===== config.mk =====
export PLATFORM = sky130hd
export DESIGN_NAME = ttt_turn_ctrl
export DESIGN_NICKNAME = d
export VERILOG_FILES = /design/src/rtl/ttt_turn_ctrl.sv
export SDC_FILE = /design/constraint.sdc
export NUM_CORES = 1
export LEC_CHECK = 0
export BUFFER_PORTS_ARGS = -buffer_cell sky130_fd_sc_hd__buf_2
export CELL_PAD_IN_SITES_DETAIL_PLACEMENT = 2
export CELL_PAD_IN_SITES_GLOBAL_PLACEMENT = 2
export CORE_MARGIN = 2
export CORE_UTILIZATION = 30
export CTS_CLUSTER_SIZE = 12
export DETAILED_ROUTE_END_ITERATION = 10
export PLACE_DENSITY_LB_ADDON = 0.1
export SLEW_MARGIN = 20
export SYNTH_ARGS = -nofsm -noshare
export SYNTH_HDL_FRONTEND = slang
export SYNTH_SLANG_ARGS = --single-unit

===== constraint.sdc =====
create_clock -name clk -period 2.9 [get_ports clk]
set_input_delay 0.29 -clock clk [delete_from_list [all_inputs] [get_ports clk]]
set_output_delay 0.29 -clock clk [all_outputs]
set_load 0.005 [all_outputs]

===== src/rtl/ttt_turn_ctrl.sv =====
// ---------------------------------------------------------------------------
// ttt_turn_ctrl
// Turn controller for a two-player tic-tac-toe game. It detects rising edges
// on each player's go strobe, validates the requested square, keeps both
// boards, evaluates the eight winning lines after every accepted move and
// reports the result.
//
// Ports
//   clk           in   1  sole clock, rising edge
//   reset         in   1  synchronous, active-high reset
//   x_go / o_go   in   1  move request strobes (rising edge only counts)
//   x_move/o_move in   9  one-hot square, bit 8 = top-left, bit 0 = bottom-right
//   x_board       out  9  squares owned by X
//   o_board       out  9  squares owned by O
//   x_turn        out  1  1 = X to move, 0 = O to move
//   bad_move      out  1  last in-turn request rejected (sticky until valid move)
//   x_wins        out  1  X completed a line
//   o_wins        out  1  O completed a line
//   draw_game     out  1  board full without a line
//   playing_game  out  1  game in progress
//   move_count    out  4  accepted moves, 0..9
// ---------------------------------------------------------------------------
module ttt_turn_ctrl (
  input  logic       clk,
  input  logic       reset,
  input  logic       x_go,
  input  logic [8:0] x_move,
  input  logic       o_go,
  input  logic [8:0] o_move,
  output logic [8:0] x_board,
  output logic [8:0] o_board,
  output logic       x_turn,
  output logic       bad_move,
  output logic       x_wins,
  output logic       o_wins,
  output logic       draw_game,
  output logic       playing_game,
  output logic [3:0] move_count
);

  localparam logic [1:0] S_X_TURN = 2'd0;
  localparam logic [1:0] S_O_TURN = 2'd1;
  localparam logic [1:0] S_EVAL   = 2'd2;
  localparam logic [1:0] S_OVER   = 2'd3;

  logic [1:0] r_state;
  logic       r_x_go_q;
  logic       r_o_go_q;
  logic [8:0] r_x_board;
  logic [8:0] r_o_board;
  logic       r_x_turn;
  logic       r_bad_move;
  logic       r_x_wins;
  logic       r_o_wins;
  logic       r_draw;
  logic       r_playing;
  logic [3:0] r_move_count;
  logic       r_last_x;     // 1 = the move under evaluation was made by X

  logic       w_x_req;
  logic       w_o_req;
  logic [8:0] w_occupied;
  logic       w_x_valid;
  logic       w_o_valid;
  logic [8:0] w_eval_board;
  logic       w_line;
  logic       w_full;

  // True when exactly one bit of the square vector is set.
  function automatic logic f_one_hot(input logic [8:0] m);
    f_one_hot = (m != 9'd0) && ((m & (m - 9'd1)) == 9'd0);
  endfunction

  // True when the board contains any of the eight complete lines.
  function automatic logic f_has_line(input logic [8:0] b);
    f_has_line = (b[8] & b[7] & b[6]) | (b[5] & b[4] & b[3]) |
                 (b[2] & b[1] & b[0]) | (b[8] & b[5] & b[2]) |
                 (b[7] & b[4] & b[1]) | (b[6] & b[3] & b[0]) |
                 (b[8] & b[4] & b[0]) | (b[6] & b[4] & b[2]);
  endfunction

  // Request detection, move validation and line evaluation.
  always_comb begin
    w_x_req      = x_go & ~r_x_go_q;
    w_o_req      = o_go & ~r_o_go_q;
    w_occupied   = r_x_board | r_o_board;
    w_x_valid    = f_one_hot(x_move) && ((x_move & w_occupied) == 9'd0);
    w_o_valid    = f_one_hot(o_move) && ((o_move & w_occupied) == 9'd0);
    if (r_last_x) begin
      w_eval_board = r_x_board;
    end else begin
      w_eval_board = r_o_board;
    end
    w_line       = f_has_line(w_eval_board);
    w_full       = (w_occupied == 9'h1FF);
  end

  // Game state machine and all registered outputs.
  always_ff @(posedge clk) begin
    if (reset) begin
      // go_q is cleared rather than loaded, so a go held through reset
      // release is seen as a fresh request on the first cycle after it.
      r_state      <= S_X_TURN;
      r_x_go_q     <= 1'b0;
      r_o_go_q     <= 1'b0;
      r_x_board    <= 9'd0;
      r_o_board    <= 9'd0;
      r_x_turn     <= 1'b1;
      r_bad_move   <= 1'b0;
      r_x_wins     <= 1'b0;
      r_o_wins     <= 1'b0;
      r_draw       <= 1'b0;
      r_playing    <= 1'b1;
      r_move_count <= 4'd0;
      r_last_x     <= 1'b1;
    end else begin
      r_x_go_q <= x_go;
      r_o_go_q <= o_go;
      case (r_state)
        S_X_TURN: begin
          if (w_x_req) begin
            if (w_x_valid) begin
              r_x_board    <= r_x_board | x_move;
              r_bad_move   <= 1'b0;
              r_move_count <= r_move_count + 4'd1;
              r_last_x     <= 1'b1;
              r_state      <= S_EVAL;
            end else begin
              r_bad_move   <= 1'b1;
            end
          end
        end
        S_O_TURN: begin
          if (w_o_req) begin
            if (w_o_valid) begin
              r_o_board    <= r_o_board | o_move;
              r_bad_move   <= 1'b0;
              r_move_count <= r_move_count + 4'd1;
              r_last_x     <= 1'b0;
              r_state      <= S_EVAL;
            end else begin
              r_bad_move   <= 1'b1;
            end
          end
        end
        S_EVAL: begin
          // A win is checked before the full-board test so that a line
          // completed on the ninth move is reported as a win, not a draw.
          if (w_line) begin
            r_x_wins  <= r_last_x;
            r_o_wins  <= ~r_last_x;
            r_playing <= 1'b0;
            r_state   <= S_OVER;
          end else if (w_full) begin
            r_draw    <= 1'b1;
            r_playing <= 1'b0;
            r_state   <= S_OVER;
          end else begin
            r_x_turn  <= ~r_last_x;
            if (r_last_x) begin
              r_state <= S_O_TURN;
            end else begin
              r_state <= S_X_TURN;
            end
          end
        end
        S_OVER: begin
          r_state <= S_OVER;
        end
        default: begin
          r_state <= S_X_TURN;
        end
      endcase
    end
  end

  assign x_board      = r_x_board;
  assign o_board      = r_o_board;
  assign x_turn       = r_x_turn;
  assign bad_move     = r_bad_move;
  assign x_wins       = r_x_wins;
  assign o_wins       = r_o_wins;
  assign draw_game    = r_draw;
  assign playing_game = r_playing;
  assign move_count   = r_move_count;

endmodule


### Word level (Yosys, flattened, before mapping)

Cells that the tools add are included.

| word-level totals | value |
|---|---|
| flip-flop bits (word level) | 33 |
| input port bits | 22 |
| output and inout bits | 28 |

| cells by class | value |
|---|---|
| add/subtract/negate cells | 3 |
| eq/ne operators | 8 |
| mux-type cells | 26 |
| bitwise gates (word level) | 37 |
| reduce and logical (&&, ||, !) cells | 22 |

Operators by type and width:

| operator | count |
|---|---|
| $and A9 B9 Y9 | 4 |
| $logic_not A9 Y1 | 4 |
| $or A9 B9 Y9 | 3 |
| $and A1 B1 Y1 | 18 |
| $reduce_bool A9 Y1 | 2 |
| $sub A9 B1 Y9 const B | 2 |
| $mux W4 | 4 |
| $reduce_and A3 Y1 | 5 |
| $mux W2 | 6 |
| $mux W1 | 11 |
| $eq A9 B9 Y1 const B | 1 |
| $mux W9 | 1 |
| $ne A2 B2 Y1 const B | 4 |
| $pmux W2 S4 | 1 |
| $pmux W4 S2 | 1 |
| $or A1 B1 Y1 | 7 |
| $not A1 Y1 | 5 |
| $reduce_and A5 Y1 | 1 |
| $add A4 B1 Y4 const B | 1 |
| $eq A2 B2 Y1 const B | 2 |
| $logic_and A1 B1 Y1 | 4 |
| $pmux W1 S2 | 2 |
| $reduce_and A2 Y1 | 2 |
| $reduce_and A4 Y1 | 1 |
| other kinds (3) | 4 |

### Longest topological paths before layout

| logic depth | value |
|---|---|
| word-level depth | 12 |
| gate-level depth with buffers | 7 |
| depth with buffers taken out | 6 |

### Least setup slack after synthesis

Ideal clock, no wire load.

| path | value |
|---|---|
| kind | input port to flip-flop |
| from | input o_move[3] |
| to | register r_move_count[0], in the netlist move_count[0] |
| library setup time | 0.123 ns |
| data arrival time | 2.411 ns |
| required time | 2.777 ns |
| setup slack | 0.365 ns |
| stages on the path | 7 |
| cells stage by stage | or4_4 -> a2111oi_1 -> o22ai_1 -> or4_1 -> buf_2 -> o22ai_2 -> mux2_1 |

| on the way | value |
|---|---|
| longest elaborated chain between the ends | 7 |
| elaborated cells between the ends (all ways) | 10 |
| those cells by class | add/sub (1); eq/ne (1); bitwise (2); reduce/logical (6) |

Ends and longest elaborated chain:

| item | line | RTL |
|---|---|---|
| start, declared | 29 | `input logic [8:0] o_move,` |
| $sub A9 B1 Y9 | 71 | `f_one_hot = (m != 9'd0) && ((m & (m - 9'd1)) == 9'd0);` |
| $and A9 B9 Y9 | 71 |  |
| $logic_not A9 Y1 | 71 |  |
| $logic_and A1 B1 Y1 | 71 |  |
| $logic_and A1 B1 Y1 * | 88 | `w_o_valid = f_one_hot(o_move) && ((o_move & w_occupied) == 9'd0);` |
| $ne A2 B2 Y1 (no line) * | -- |  |
| $reduce_and A5 Y1 (no line) * | -- |  |
| end signal, assigned | 125 | `r_move_count <= r_move_count + 4'd1;` |
| end signal, assigned | 138 | `r_move_count <= r_move_count + 4'd1;` |
| end, declared | 57 | `logic [3:0] r_move_count;` |

Every way passes the cells marked *; elsewhere a longest branch is shown, timed or not.
A chain may end at the register's enable or synchronous reset.

### Worst setup path in the final report

| path | value |
|---|---|
| from | register r_o_board[7], in the netlist o_board[7] |
| to | register r_o_board[6], in the netlist o_board[6] |

| on the way | value |
|---|---|
| longest elaborated chain between the ends | 5 |

Ends and longest elaborated chain:

| item | line | RTL |
|---|---|---|
| start, declared | 50 | `logic [8:0] r_o_board;` |
| start signal, assigned | 136 | `r_o_board <= r_o_board \| o_move;` |
| $or A9 B9 Y9 | 86 | `w_occupied = r_x_board \| r_o_board;` |
| $and A9 B9 Y9 | 88 |  |
| $logic_not A9 Y1 | 88 |  |
| $logic_and A1 B1 Y1 | 88 |  |
| $reduce_and A3 Y1 (no line) | -- |  |

No other way between the ends.

==> run_results.csv <==
group,metric,value,unit
logic_synthesis,yosys_warnings,0,
power_and_ir_drop,p_leak,0.000918,µW
logic_synthesis,yosysMostFrequentCell,"dfxtp_1",
power_and_ir_drop,power_density,401,nW/µm²
power_and_ir_drop,clkPwrFrac,38.4,%
global_route,antenna_found_initial,0,
global_route,grt_start_max_net_pins,25,
final_layout,final_nets,270,
critical_path,worstPathArrival,2920,ps
routing,met2_length,2870,µm
routing,ant_nets,0,
logic_synthesis,syn_nets,217,
final_layout,area_delta_synth_final,24.4,%
routing,drtPass1Iterations,4,
cts,hold_buffers,0,
timing,holdWs,236,ps
power_and_ir_drop,combPwrFrac,8.9,%
final_layout,seqCellArea,661,µm²
logic_synthesis,synth_commonest_cells,"dfxtp_1, a22o_1, o21ai_0, nor2_1, nor2b_1",
timing,final.period_utilization,93.2,%
timing,tightest_slew,818,ps
final_layout,num-fill-cells,652,
cts,path_clk_slew,70,ps
routing,routedWlPerCell,19.0,µm
floorplanning,pin_count,50,
cts,cts_sinks,33,
routing,drt_iter0_drc,62,
critical_path,reg2reg_from,"o_board[7]",
place,dp_cells,312,
logic_synthesis,ys_top_cells_by_area,"dfxtp_1, a22o_1, o21ai_0",
critical_path,path_delay_family,"simple AND/OR/NAND/NOR gates",
cts,post_cts_buffers,0,
global_route,grt_pass1_vias,1870,
floorplanning,die_area,6440,µm²
logic_synthesis,synth.distinct_cells,46,
critical_path,cpMostUsedCell,"or4_1",
run,cap_violations,0,
global_route,gr-total-overflow,0,
hold_path,hp-class,"input port to register",
critical_path,regToRegEndpoint,"o_board[6]",
place,hpwl,4550,µm
logic_synthesis,async_reset_ff_share,0,%
power_and_ir_drop,p_seq_share,52.7,%
final_layout,final_core_util,38.9,%
floorplanning,die_w,80.3,µm
timing,slew_headroom,45.4,%
cts,cts-root-buf,"clkbuf_8",
critical_path,worstPathCellList,"or4_1 -> a211oi_1 -> o22ai_1 -> or4_1 -> nor4b_4 -> buf_4 -> a22o_1",
hold_path,holdPathStages,2,
power_and_ir_drop,p_sw_share,24.7,%
logic_synthesis,synth_largest_area_cell,"dfxtp_1",
logic_synthesis,synth_top_area_share,37.8,%
routing,wl,6090,µm
routing,vias,1884,
critical_path,worstPathRequired,3110,ps
critical_path,crit_buf_inv,1,
power_and_ir_drop,switchingPower,216,µW
hold_path,hp-start,"x_go",
cts,htree_num_levels,2,
critical_path,critPathLaunchType,"register",
hold_path,whs_endpoint,"r_x_go_q",
critical_path,critPathMaxStageDelay,720,ps
timing,final-max-slew-violation-count,0,
logic_synthesis,syn-mean-instance-area,9.00,µm²
timing,max_freq,0.370,GHz
logic_synthesis,synthCells,194,
logic_synthesis,synth_edf_count,0,
cts,cts_tree,"yes",
final_layout,n_antenna_cell,0,
logic_synthesis,syn_area,1750,µm²
timing,clock_skew,4.10,ps
place,gp_congestion,0.767,
cts,cts_resized,0,
power_and_ir_drop,cell_internal_pwr,655,µW
critical_path,path_class,"register to register",
floorplanning,core,5570,µm²
final_layout,final_cells,320,
routing,wl_met3,247,µm
routing,drc_errors,0,
critical_path,r2r_slack,200,ps
critical_path,slowest_stage,"or4_1",
power_and_ir_drop,ir_worst_vdd,0.000188,V
timing,setup_violations,0,
routing,viasPerCell,5.89,
floorplanning,rows,27,
global_route,grt_use_total,19.9,%
status,outcome,"completed",
timing,fin_crit,2700,ps
logic_synthesis,seq_area_frac_synth,37.8,%
logic_synthesis,ys.flop_type,"dfxtp_1",
critical_path,cp_max_fo,9,
cts,numCtsBuffers,5,
timing,setup_tns,0,ps
final_layout,drive_above_1_share,26.2,%
place,port_buffers,49,
final_layout,multi_input_area,1030,µm²
routing,top_layer,"met4",
floorplanning,die_h,80.3,µm
global_route,grt_pass1_wl,9980,µm
timing,rsz0062_at_grt,"no",
timing,hold_viol,0,
floorplanning,initial_core_util,31.3,%
cts,clk_latency,270,ps
critical_path,r2r_cells,7,
critical_path,end_kind,"register",
cts,cts_buffer_depth,2,
logic_synthesis,ys_seq_elements,33,
routing,met1_length,2940,µm
-- registers in the layout, summed over array words and instances (netlist names), 2 cells and up --
| name | flops |
|---|---|
| move_count | 4 |
| r_state | 2 |
| x_board | 9 |
| o_board | 9 |
-- cell type report --
cell class | instances | area share [%]
clock buffers | 8 | 3.69
inverters | 4 | 0.692
multi-input cells | 148 | 47.7
flip-flops and latches | 33 | 30.4
well taps | 72 | 4.15
repair buffers | 55 | 13.4
-- kinds of logic (layout without fill, tap and decap cells) --
logic type | after synthesis | after routing | share of synthesized area (%)
flip-flops | 33 | 33 | 37.8
adder cells (fa/ha/maj) | 1 | 1 | 0.717
AND/OR/NAND/NOR | 64 | 64 | 21.7
AO/OA/AOI/OAI | 76 | 76 | 32.5
buffers and inverters | 13 | 67 | 2.87
multiplexers | 7 | 7 | 4.30
-- metal layers --
layer,up-vias,global-route usage (%)
li1,879,-
met1,947,27.6
met2,54,32.7
met3,4,3.37
met4,0,3.73
met5,-,0
-- placed cells by master, fill, tap and decap left out, types with 4 or more instances in the layout --
| cell | n |
|---|---|
| buf_2 | 49 |
| dfxtp_1 | 33 |
| a22o_1 | 26 |
| o21ai_0 | 15 |
| nor2_1 | 11 |
| nor2b_1 | 10 |
| nand2_1 | 9 |
| o22ai_1 | 7 |
| nor3_1 | 6 |
| nand3_1 | 6 |
| buf_4 | 6 |
| or4_1 | 5 |
| clkbuf_8 | 5 |
| inv_1 | 4 |
| a22oi_1 | 4 |
-- stage by stage --
step	cell area [µm²]	setup WS, ps	power, µW
floorplan	1750	365	504
global placement	2090	126	545
detailed placement	2090	16.4	547
CTS	2170	176	882
global route	2170	87.1	915
finish	2170	198	871
-- power by group through the flow --
stage                     logic (µW)  registers [µW]  clock network [µW]
after floorplan                 35.8             469                   0
after global placement          75.6             469                   0
after detailed placement        77.8             469                   0
after CTS                       78.0             459                 345
after global routing            85.9             459                 370
final                           77.7             459                 334
-- worst max path at each step --
stage | endpoint | cells after the start | startpoint | slack, ps
final | o_board[6] | 7 | o_board[7] | 200
after global routing | o_board[6] | 7 | o_board[7] | 90
after CTS | o_board[6] | 7 | o_board[7] | 180
after detailed placement | o_board[6] | 8 | o_move[3] | 20
after global placement | move_count[2] | 7 | o_move[3] | 130
after floorplan | move_count[0] | 7 | o_move[3] | 370
-- worst register-to-register path, delay by kind of cell (launching register included) --
family / cells / cell delay, ps
flip-flops: 1 / 310
AND/OR/NAND/NOR: 3 / 1580
buffers and inverters: 1 / 210
AO/OA/AOI/OAI: 3 / 530
Power figures use the tool's default switching activity.
